**config.mk**
```make
export PLATFORM = sky130hd
export DESIGN_NAME = seq_add16_flags
export DESIGN_NICKNAME = d
export VERILOG_FILES = /design/src/rtl/seq_add16_flags.sv
export SDC_FILE = /design/constraint.sdc
export NUM_CORES = 1
export LEC_CHECK = 0
export BUFFER_PORTS_ARGS = -buffer_cell sky130_fd_sc_hd__buf_2
export CAP_MARGIN = 20
export CORE_UTILIZATION = 60
export CTS_CLUSTER_DIAMETER = 100
export DETAILED_ROUTE_END_ITERATION = 10
export GPL_ROUTABILITY_DRIVEN = 0
export GPL_TIMING_DRIVEN = 0
export PLACE_DENSITY = 0.95
export SYNTH_ARGS = -nofsm -noshare
export SYNTH_HDL_FRONTEND = slang
export SYNTH_SLANG_ARGS = --single-unit
```
**constraint.sdc**
```tcl
create_clock -name clk -period 4.95 [get_ports clk]
set_input_delay 0.2475 -clock clk [delete_from_list [all_inputs] [get_ports clk]]
set_output_delay 0.2475 -clock clk [all_outputs]
set_load 0.01 [all_outputs]
```
**src/rtl/seq_add16_flags.sv**
```systemverilog
// Multi-cycle add/subtract unit: one CHUNK-bit ripple slice of full-adder cells
// is reused over WIDTH/CHUNK cycles, with the inter-slice carry held in a register.

module ha_cell (
    input  logic a,
    input  logic b,
    output logic s,
    output logic c
);
    assign s = a ^ b;
    assign c = a & b;
endmodule

module fa_cell (
    input  logic a,
    input  logic b,
    input  logic ci,
    output logic s,
    output logic co
);
    logic s1;
    logic c1;
    logic c2;

    ha_cell u_ha0 (.a(a),  .b(b),  .s(s1), .c(c1));
    ha_cell u_ha1 (.a(s1), .b(ci), .s(s),  .c(c2));

    assign co = c1 | c2;
endmodule

module ripple_slice #(
    parameter int N = 4
) (
    input  logic [N-1:0] a,
    input  logic [N-1:0] b,
    input  logic         ci,
    output logic [N-1:0] s,
    output logic         co
);
    logic [N:0] c;

    assign c[0] = ci;

    for (genvar i = 0; i < N; i++) begin : g_bit
        fa_cell u_fa (.a(a[i]), .b(b[i]), .ci(c[i]), .s(s[i]), .co(c[i+1]));
    end

    assign co = c[N];
endmodule

module seq_add16_flags #(
    parameter int WIDTH = 16,
    parameter int CHUNK = 4
) (
    input  logic             clk,
    input  logic             rst_n,
    input  logic             in_valid,
    output logic             in_ready,
    input  logic [WIDTH-1:0] a,
    input  logic [WIDTH-1:0] b,
    input  logic             cin,
    input  logic             sub,
    output logic             out_valid,
    input  logic             out_ready,
    output logic [WIDTH-1:0] sum,
    output logic             flag_c,
    output logic             flag_z,
    output logic             flag_n,
    output logic             flag_v,
    output logic             busy
);
    localparam int NSLICE = WIDTH / CHUNK;
    localparam int IDX_W  = (NSLICE > 1) ? $clog2(NSLICE) : 1;
    localparam int MSB    = WIDTH - 1;

    typedef enum logic [1:0] {
        S_IDLE = 2'd0,
        S_CALC = 2'd1,
        S_DONE = 2'd2
    } state_t;

    state_t             state_q,     state_d;
    logic [WIDTH-1:0]   a_r_q,       a_r_d;
    logic [WIDTH-1:0]   b_r_q,       b_r_d;
    logic               carry_q,     carry_d;
    logic               sub_r_q,     sub_r_d;
    logic [IDX_W-1:0]   idx_q,       idx_d;
    logic [WIDTH-1:0]   sum_r_q,     sum_r_d;
    logic [WIDTH-1:0]   sum_q,       sum_d;
    logic               flag_c_q,    flag_c_d;
    logic               flag_z_q,    flag_z_d;
    logic               flag_n_q,    flag_n_d;
    logic               flag_v_q,    flag_v_d;
    logic               in_ready_q,  in_ready_d;
    logic               out_valid_q, out_valid_d;
    logic               busy_q,      busy_d;

    logic [CHUNK-1:0]   slice_a;
    logic [CHUNK-1:0]   slice_b;
    logic [CHUNK-1:0]   slice_s;
    logic               slice_co;

    assign slice_a = a_r_q[idx_q*CHUNK +: CHUNK];
    assign slice_b = b_r_q[idx_q*CHUNK +: CHUNK];

    ripple_slice #(.N(CHUNK)) u_slice (
        .a  (slice_a),
        .b  (slice_b),
        .ci (carry_q),
        .s  (slice_s),
        .co (slice_co)
    );

    always_comb begin
        state_d  = state_q;
        a_r_d    = a_r_q;
        b_r_d    = b_r_q;
        carry_d  = carry_q;
        sub_r_d  = sub_r_q;
        idx_d    = idx_q;
        sum_r_d  = sum_r_q;
        sum_d    = sum_q;
        flag_c_d = flag_c_q;
        flag_z_d = flag_z_q;
        flag_n_d = flag_n_q;
        flag_v_d = flag_v_q;

        case (state_q)
            S_IDLE: begin
                if (in_valid) begin
                    // Subtraction runs as A + ~B + ~borrow through the same adder.
                    a_r_d   = a;
                    b_r_d   = sub ? ~b : b;
                    carry_d = cin ^ sub;
                    sub_r_d = sub;
                    idx_d   = '0;
                    state_d = S_CALC;
                end
            end
            S_CALC: begin
                sum_r_d[idx_q*CHUNK +: CHUNK] = slice_s;
                carry_d = slice_co;
                idx_d   = idx_q + IDX_W'(1);
                if (idx_q == IDX_W'(NSLICE - 1)) begin
                    idx_d    = '0;
                    sum_d    = sum_r_d;
                    flag_c_d = slice_co ^ sub_r_q;
                    flag_z_d = (sum_r_d == '0);
                    flag_n_d = sum_r_d[MSB];
                    flag_v_d = (a_r_q[MSB] == b_r_q[MSB]) && (sum_r_d[MSB] != a_r_q[MSB]);
                    state_d  = S_DONE;
                end
            end
            S_DONE: begin
                if (out_ready) begin
                    state_d = S_IDLE;
                end
            end
            default: begin
                state_d = S_IDLE;
            end
        endcase

        in_ready_d  = (state_d == S_IDLE);
        out_valid_d = (state_d == S_DONE);
        busy_d      = (state_d != S_IDLE);
    end

    always_ff @(posedge clk or negedge rst_n) begin
        if (!rst_n) begin
            state_q     <= S_IDLE;
            a_r_q       <= '0;
            b_r_q       <= '0;
            carry_q     <= 1'b0;
            sub_r_q     <= 1'b0;
            idx_q       <= '0;
            sum_r_q     <= '0;
            sum_q       <= '0;
            flag_c_q    <= 1'b0;
            flag_z_q    <= 1'b0;
            flag_n_q    <= 1'b0;
            flag_v_q    <= 1'b0;
            in_ready_q  <= 1'b1;
            out_valid_q <= 1'b0;
            busy_q      <= 1'b0;
        end else begin
            state_q     <= state_d;
            a_r_q       <= a_r_d;
            b_r_q       <= b_r_d;
            carry_q     <= carry_d;
            sub_r_q     <= sub_r_d;
            idx_q       <= idx_d;
            sum_r_q     <= sum_r_d;
            sum_q       <= sum_d;
            flag_c_q    <= flag_c_d;
            flag_z_q    <= flag_z_d;
            flag_n_q    <= flag_n_d;
            flag_v_q    <= flag_v_d;
            in_ready_q  <= in_ready_d;
            out_valid_q <= out_valid_d;
            busy_q      <= busy_d;
        end
    end

    assign in_ready  = in_ready_q;
    assign out_valid = out_valid_q;
    assign busy      = busy_q;
    assign sum       = sum_q;
    assign flag_c    = flag_c_q;
    assign flag_z    = flag_z_q;
    assign flag_n    = flag_n_q;
    assign flag_v    = flag_v_q;
endmodule

```
After elaboration in Yosys (flattened, before gate mapping)
Cells that the tools add are included.
W data, S select, Z words.
- flip-flop bits (word level): 77
- output and inout bits: 23
- word-level logic and storage cells: 71
- $add $sub $neg: 2
- equal/unequal tests: 7
- shift-type cells: 4
- mux-type cells: 11
- bitwise gates (word level): 23
- reduce and logical (&&, ||, !) cells: 9
- operator list (cell ; number):
    $neg A4 Y34 ; 1
    $shift A4 B34 Y16 const A ; 1
    $shiftx A4 B34 Y16 ; 1
    $shiftx A16 B5 Y4 ; 2
    $bwmux W16 ; 1
    $logic_not A16 Y1 ; 1
    $mux W16 ; 1
    $not A16 Y16 ; 1
    $mux W2 ; 5
    $xor A1 B1 Y1 ; 10
    $and A1 B1 Y1 ; 8
    $eq A2 B2 Y1 const B ; 3
    $pmux W2 S3 ; 1
    $reduce_and A2 Y1 ; 3
    $logic_not A2 Y1 ; 2
    $or A1 B1 Y1 ; 4
    $pmux W2 S2 ; 1
    $reduce_bool A2 Y1 ; 2
    $add A2 B1 Y2 const B ; 1
    $eq A2 B1 Y1 const B ; 1
    $ne A2 B2 Y1 const B ; 1
    $pmux W1 S2 ; 1
    $eq A1 B1 Y1 ; 1
    $logic_and A1 B1 Y1 ; 1
    2 further kinds ; 2

Logic depth before layout (Yosys ltp)
Gate-level depths: netlist of run 1.
- depth after elaboration: 13
- depth in mapped cells: 11

Cells and area by module
A second synthesis of run 1 with hierarchy kept.
- cells, all modules: 331
- area, all modules: 3688.5 um^2
- by module, submodules not included (module ; instances ; cells an instance ; area each (um^2) ; sequential area each (um^2)):
    seq_add16_flags ; 1 ; 319 ; 3563.4 ; 1903.1
    ha_cell ; 8 ; 1 ; 12.5 ; 0.0
    fa_cell ; 4 ; 1 ; 6.3 ; 0.0

Worst setup path after synthesis of run 1
OpenSTA, ideal clock, no wires.
- path kind: flip-flop to flip-flop
- start point: register idx_q[0]
- end point: register flag_v_q (netlist: flag_v)
- arrival time: 3188 ps
- required time: 4826 ps
- path slack: 1638 ps
- cell stages (with the launch flop): 12
- buffers on the path: 1
- cell sequence: dfrtp_1 > buf_2 > mux4_2 > fa_1 > inv_1 > fa_1 > fa_1 > fa_1 > inv_1 > a31oi_1 > and3_1 > o31a_1
- word-level cells in the longest chain between the ends: 13
- ends and longest elaborated chain (what ; line ; source):
    start, declared ; 87 ; logic [IDX_W-1:0] idx_q, idx_d;
    start signal, assigned ; 192 ; idx_q <= idx_d;
    $shiftx A16 B5 Y4, on equally long branches ; 103, 104 ;
    $xor A1 B1 Y1 ; 10 ; assign s = a ^ b;
    $and A1 B1 Y1 ; 11 ; assign c = a & b;
    $or A1 B1 Y1 ; 28 ; assign co = c1 | c2;
    $and A1 B1 Y1 ; 11 ;
    $or A1 B1 Y1 ; 28 ;
    $and A1 B1 Y1 ; 11 ;
    $or A1 B1 Y1 ; 28 ;
    $xor A1 B1 Y1 ; 10 ;
    $shiftx A4 B34 Y16 ; 141 ; sum_r_d[idx_q*CHUNK +: CHUNK] = slice_s;
    $bwmux W16 ; 141 ;
    $ne A1 B1 Y1 ; 150 ; flag_v_d = (a_r_q[MSB] == b_r_q[MSB]) && (sum_r_d[MSB] != a_r_q[MSB]);
    $logic_and A1 B1 Y1 ; 150 ;
    end signal, assigned ; 198 ; flag_v_q <= flag_v_d;
    end, declared ; 93 ; logic flag_v_q, flag_v_d;
Parallel ways exist; a longest one is shown, timed or not.
A chain may end at the register's enable or synchronous reset.

Worst setup path after layout of run 1
- start point: register idx_q[1]
- end point: register flag_z_q (netlist: flag_z)
- word-level cells in the longest chain between the ends: 12
- ends and longest elaborated chain (what ; line ; source):
    $shiftx A16 B5 Y4, on equally long branches ; 103, 104 ;
    $xor A1 B1 Y1 ; 10 ;
    $and A1 B1 Y1 ; 11 ;
    $or A1 B1 Y1 ; 28 ;
    $and A1 B1 Y1 ; 11 ;
    $or A1 B1 Y1 ; 28 ;
    $and A1 B1 Y1 ; 11 ;
    $or A1 B1 Y1 ; 28 ;
    $xor A1 B1 Y1 ; 10 ;
    $shiftx A4 B34 Y16 ; 141 ;
    $bwmux W16 ; 141 ;
    $logic_not A16 Y1 ; 148 ; flag_z_d = (sum_r_d == '0);
    end signal, assigned ; 196 ; flag_z_q <= flag_z_d;
    end, declared ; 91 ; logic flag_z_q, flag_z_d;
Parallel ways exist; a longest one is shown, timed or not.

==> flow_summary.ini, run 1 <==
[timing]
tns_ns = 0
relSlewSlack_pct = 39.1
rsz0062_at_grt = no
fin_worst_skew_ns = 0.00773
drv_slew = 0
worst_slew_pin_slew_ns = 0.913
hold_viol = 0
max_freq_mhz = 248
finalSetupViolCount = 0
period_minus_slack_ns = 4.04
post-route-period-util_pct = 81.6

[cts]
cts-root-buf = clkbuf_8
h-tree-depth = 3
hold_buffers = 0
clk_path_buf_depth = 2
cts_tree = built
clock-sinks = 76
post_cts_resized = 0
clk_latency_ns = 0.35
cts_buffers = 9
clkTransAtPathRegs_ns = 0.07
cts_setup_buffers = 0

[finish]
syn2layout_area_growth_pct = 15.3
fin_nets = 442
final_core_util_pct = 73.7
fin_cells = 471
fill_cells = 392
multiInputGateArea_um2 = 1560
n_antenna_cell = 0
drive_above_1_share_pct = 28.1
regArea_um2 = 1900

[die]
initial_utilization_pct = 63.9
io_pins = 61
fp.dieW_um = 79.5
die_h_um = 79.5
dieArea_um2 = 6320
design.core.area_um2 = 5640
rows = 27

[global_route]
grt_usage_pct = 28.7
grt_max_degree = 77
grt-ovfl-total = 0
antenna_found_initial = 0
grt_pass1_vias = 2822
grt_pass1_wl_mm = 13.4

[hold_path]
hold_path.class = in -> async

[power_and_ir_drop]
p_per_area_nw_per_um2 = 740
p_leak_nw = 1.91
ir_drop_mv = 0.419

[detailed_routing]
first_pass_iters = 5
drc_errors = 0
num_vias = 2752
routed_via_density = 5.84
post_drt_wl_per_cell_um = 16.9
wirelength_mm = 7.95
drtIter0Drc = 217
ant_nets = 0

[placement]
dp_hpwl_mm = 5.67
io_buffers = 59
dp.cells = 455

[critical_path]
cp.arrival_ns = 4.29
crit_start = idx_q[1]$_DFFE_PN0P_
path_class = reg -> reg
cp_max_fo = 10
required_ns = 5.20
worst_setup_path_end_kind = flip-flop
start_kind = flip-flop
r2r_cells = 11
reg2reg_from = idx_q[1]$_DFFE_PN0P_

[flow_run]
drv_cap = 0

[yosys]
yosysTopAreaCell = dfrtp_1
ys_warn_count = 0
syn_area_per_cell_um2 = 11.1
syn_inst = 324
yosysSeqAreaShare_pct = 52.8
yosysUniqueCellTypes = 39
synth-seq-cells = 76
synth_nets = 372
netlist_area_um2 = 3610
netlist.area_leader.share_pct = 52.0
ys_top_cells_by_area = dfrtp_1 52%, mux2_2 5.3%, a21oi_1 4.4%

[run_status]
status = finished, final reports clean
==> cells by family after synthesis <==
group,after synthesis,share of synthesized area (%)
simple gates,88,12.1
flops,76,52.8
compound gates,73,12.1
buf+inv,34,3.92
mux,25,10.4
xor+xnor,18,4.37
fa+ha+maj,10,4.30
==> Yosys cell counts <==
master / n
o221a_2: 1
nor3b_4: 1
o31a_1: 1
and3b_1: 1
o21ai_0: 17
dfstp_2: 1
nand2_1: 24
fa_1: 4
ha_1: 6
clkbuf_1: 10
buf_2: 8
nand2b_1: 1
a311oi_1: 1
a31oi_2: 2
o2bb2ai_1: 1
o41ai_2: 1
a22o_1: 1
nand4_1: 4
nand3b_1: 1
nor2_1: 32
inv_1: 15
mux4_2: 7
nor3b_1: 1
mux2_2: 17
a31oi_1: 14
o31ai_1: 1
and3_1: 1
xnor2_1: 17
mux4_1: 1
nor3b_2: 2
nor2b_1: 17
nand3_1: 1
dfrtp_1: 75
xor2_1: 1
nor3_1: 1
buf_4: 1
or3_1: 1
a21oi_1: 32
o21bai_1: 1
==> cells in the final DEF, fill, tap and decap left out, types with 4 or more instances in the layout <==
master and instances:
a21oi_1 32, a31oi_1 14, buf_2 66, clkbuf_1 14, clkbuf_8 10, dfrtp_1 75, fa_1 4, ha_1 6
inv_1 15, mux2_2 17, mux4_2 7, nand2_1 24, nand4_1 4, nor2_1 32, nor2b_1 17, o21ai_0 17
xnor2_1 17
==> routing by layer <==
layer  GRT usage, %  wire, µm
met5              0         0
met3           6.63       445
met4           11.6       133
met2           49.7      4180
met1           34.4      3190
==> power by group <==
group	internal, mW	total, mW	switching [mW]
registers	0.924	1.10	0.177
logic	0.635	1.57	0.935
clock network	0.195	0.406	0.211
==> final cells by class <==
cell class / count / share of cell area (%)
timing repair buffer: 59 / 7.16
tap: 72 / 2.17
clock inverter: 2 / 0.241
sequential: 76 / 45.8
multi-input combinational: 214 / 37.6
buffer: 19 / 2.05
inverter: 15 / 1.35
clock buffer: 14 / 3.67
==> flip-flops by register name (all words and copies together), names as in the netlist <==
| signal | cells |
|---|---|
| flag_v | 1 |
| sum_r_q | 16 |
| a_r_q | 16 |
| idx_q | 2 |
| in_ready | 1 |
| flag_c | 1 |
| flag_z | 1 |
| carry_q | 1 |
| busy | 1 |
| sum | 16 |
| out_valid | 1 |
| b_r_q | 16 |
| state_q | 2 |
| sub_r_q | 1 |
==> per-stage QoR <==
| step | setup WS (ns) | area, µm² | power, mW | hold slack, ns |
|---|---|---|---|---|
| finish | 0.911 | 4160 | 3.08 | 0.0472 |
| global route | 0.778 | 4160 | 3.31 | 0.112 |
| CTS | 0.951 | 4160 | 3.07 | 0.0633 |
| detailed placement | 1.01 | 3990 | 2.66 | 0.441 |
| global placement | 1.15 | 3990 | 2.55 | 0.457 |
| floorplan | 1.64 | 3610 | 2.17 | -0.0481 |
==> worst max-delay path, stage by stage (launching register included) <==
cell	delay [ns]
dfrtp_1	0.42
clkbuf_1	0.52
mux4_2	0.35
fa_1	0.17
inv_1	0.05
fa_1	0.37
fa_1	0.41
fa_1	0.51
inv_1	0.09
a31oi_1	0.54
nand4_1	0.20
o41ai_2	0.31
==> path summary, 6_finish.rpt <==
kind	end	slack [ns]
worst max-delay path	flag_z$_DFFE_PN0P_	0.91
worst min-delay path	sum[6]$_DFFE_PN0P_	0.05
worst max register to register	flag_z$_DFFE_PN0P_	0.91
worst min register to register	sum[14]$_DFFE_PN0P_	0.48
max in group asynchronous	b_r_q[4]$_DFFE_PN0P_	4.33
min in group clk	a_r_q[14]$_DFFE_PN0P_	0.13
(Power assumes the default switching activity.)
==> run 2: changes to the inputs <==
--- a/config.mk
+++ b/config.mk
@@ -7,12 +7,12 @@
 export LEC_CHECK = 0
 export BUFFER_PORTS_ARGS = -buffer_cell sky130_fd_sc_hd__buf_2
 export CAP_MARGIN = 20
-export CORE_UTILIZATION = 60
+export CORE_UTILIZATION = 50
 export CTS_CLUSTER_DIAMETER = 100
 export DETAILED_ROUTE_END_ITERATION = 10
 export GPL_ROUTABILITY_DRIVEN = 0
 export GPL_TIMING_DRIVEN = 0
-export PLACE_DENSITY = 0.95
+export PLACE_DENSITY = 0.87
 export SYNTH_ARGS = -nofsm -noshare
 export SYNTH_HDL_FRONTEND = slang
 export SYNTH_SLANG_ARGS = --single-unit
==> constraint.sdc (replaced) <==
create_clock -name clk -period 3.7 [get_ports clk]
set_input_delay 0.185 -clock clk [delete_from_list [all_inputs] [get_ports clk]]
set_output_delay 0.185 -clock clk [all_outputs]
set_load 0.01 [all_outputs]
==> run 2 against run 1 <==
  * The run now ends with negative hold slack left
  * Hold slack worse by 0.081 ns
  * Critical path depth unchanged
  * Utilization down 12 points
  * Clock-buffer cell count up 1
  * Register-to-register slack worse by 0.73 ns
  * Cell area up 1.8%
  * First-iteration DRC count down 44%
==> flow_summary.ini, run 2 (same netlist as run 1, synthesis figures left out) <==
[detailed_routing]
num_vias = 2651
routed_via_density = 5.36
first_pass_iters = 5
drc_errors = 0
ant_nets = 0
wirelength_mm = 7.60
post_drt_wl_per_cell_um = 15.4
drtIter0Drc = 121

[critical_path]
start_kind = flip-flop
cp_max_fo = 10
critPathSlowestCell = dfrtp_2
required_ns = 3.95
path_class = reg -> reg
cpPeakStageDelay_ns = 0.48
path_common_cell = fa_1
crit_family = adder cells
cp_cell_sequence = clkbuf_4 > mux4_2 > fa_1 > inv_1 > fa_1 > fa_1 > fa_1 > inv_1 > a31oi_1 > nand4_1 > o41ai_2
cp.arrival_ns = 3.76
worst_setup_path_end_kind = flip-flop
crit_buf_inv = 3

[placement]
dp_hpwl_mm = 5.36
io_buffers = 59

[global_route]
grt_pass1_wl_mm = 12.5
grt-ovfl-total = 0
grt_max_degree = 77
grt_usage_pct = 21.9
grt_pass1_vias = 2764
antenna_found_initial = 0

[flow_run]
drv_cap = 0

[die]
dieArea_um2 = 7560
initial_utilization_pct = 52.5
fp.dieW_um = 86.9
rows = 30
io_pins = 61
design.core.area_um2 = 6870
die_h_um = 86.9

[cts]
cts-root-buf = clkbuf_8
hold_buffers = 0
clkTransAtPathRegs_ns = 0.07
cts_tree = built
clk_latency_ns = 0.34
cts_buffers = 9
clock-sinks = 76
h-tree-depth = 3
clk_path_buf_depth = 2

[timing]
max_freq_mhz = 284
relSlewSlack_pct = 38.4
finalSetupViolCount = 0
period_minus_slack_ns = 3.52
drv_slew = 0
rsz0062_at_grt = no
worst_slew_pin_slew_ns = 0.923
fin_worst_skew_ns = 0.00581
hold_ws_ns = -0.0337
post-route-period-util_pct = 95.1
hold_viol = 34

[power_and_ir_drop]
pwr-share-clk_pct = 13.9
p_int_mw = 2.40
p_leak_nw = 1.92
p_per_area_nw_per_um2 = 986
combPwrFrac_pct = 50.9
p_sw_mw = 1.78
switching_share_pct = 42.5
power_frac_seq_pct = 35.2
ir_drop_mv = 0.531

[finish]
final_core_util_pct = 61.6
drive_above_1_share_pct = 29.3
layout_commonest_cell = dfrtp_1
final_cell_mix = 74 x dfrtp_1, 65 x buf_2, 32 x nor2_1, 32 x a21oi_1, 24 x nand2_1
n_antenna_cell = 0
syn2layout_area_growth_pct = 17.3
fin_nets = 442

[run_status]
status = complete, but fails checks
violations = negative hold slack

[hold_path]
hold_path.class = in -> async
-- run 2: cell types whose count changed in the layout (fill, tap and decap cells not counted), sizes merged --
cell | previous run | this run
clkbuf | 24 | 26
buf | 68 | 67
clkinv | 2 | 1
-- run 2: cell type report --
type,count,area [µm²]
multi-input combinational,214,1580
tap,96,120
clock inverter,1,5.00
clock buffer,15,176
buffer,19,88.8
timing repair buffer,59,298
inverter,15,56.3
sequential,76,1900
fill,584,2640
-- run 2: metal layers --
metal  GRT usage, %  routed length, µm
met3           6.16                445
met4           6.52                 61
met5              0                  0
met1           25.4               3170
met2           39.3               3920
-- run 2: path summary, 6_finish.rpt --
kind	depth (start not counted)	slack, ns	endpoint	startpoint
worst max-delay path	11	0.18	flag_z$_DFFE_PN0P_	idx_q[0]$_DFFE_PN0P_
worst min-delay path	1	-0.03	sum_r_q[5]$_DFFE_PN0P_	rst_n
worst max register to register	11	0.18	flag_z$_DFFE_PN0P_	idx_q[0]$_DFFE_PN0P_
worst min register to register	2	0.47	sum[14]$_DFFE_PN0P_	sum[14]$_DFFE_PN0P_
max in group asynchronous	1	3.08	idx_q[0]$_DFFE_PN0P_	rst_n
min in group clk	2	0.07	a_r_q[5]$_DFFE_PN0P_	a[5]
-- run 2: metrics by stage --
| step | TNS, ns | setup WS (ns) | instances | area, µm² | power [mW] |
|---|---|---|---|---|---|
| final | 0 | 0.182 | 495 | 4230 | 4.17 |
| after global routing | 0 | 0.0165 | 495 | 4230 | 4.47 |
| after CTS | 0 | 0.00568 | 495 | 4210 | 4.13 |
| after detailed placement | -0.240 | -0.178 | 479 | 4020 | 3.53 |
| after global placement | -0.128 | -0.120 | 479 | 4020 | 3.42 |
| after floorplan | 0 | 0.388 | 324 | 3610 | 2.90 |
-- run 2: worst register-to-register path, cell delays in order (launching register included) --
cell	delay [ns]
dfrtp_2	0.48
clkbuf_4	0.25
mux4_2	0.39
fa_1	0.16
inv_1	0.05
fa_1	0.38
fa_1	0.39
fa_1	0.48
inv_1	0.11
a31oi_1	0.28
nand4_1	0.15
o41ai_2	0.29
-- run 2: timing repair --
item / 4_1_cts / 5_1_grt
setup buffers: 0 / 0
endpoints found under the setup margin: 2 / 2
resized for setup: 1 / 6
pin swaps: 0 / 0
-- run 2: power by group through the flow --
stage                     registers [mW]  logic (mW)  clock network [mW]
after global placement              1.44        1.97                   0
after floorplan                     1.46        1.43                   0
after global routing                1.51        2.33               0.619
after detailed placement            1.48        2.05                   0
after CTS                           1.47        2.07               0.592
final                               1.47        2.13               0.581
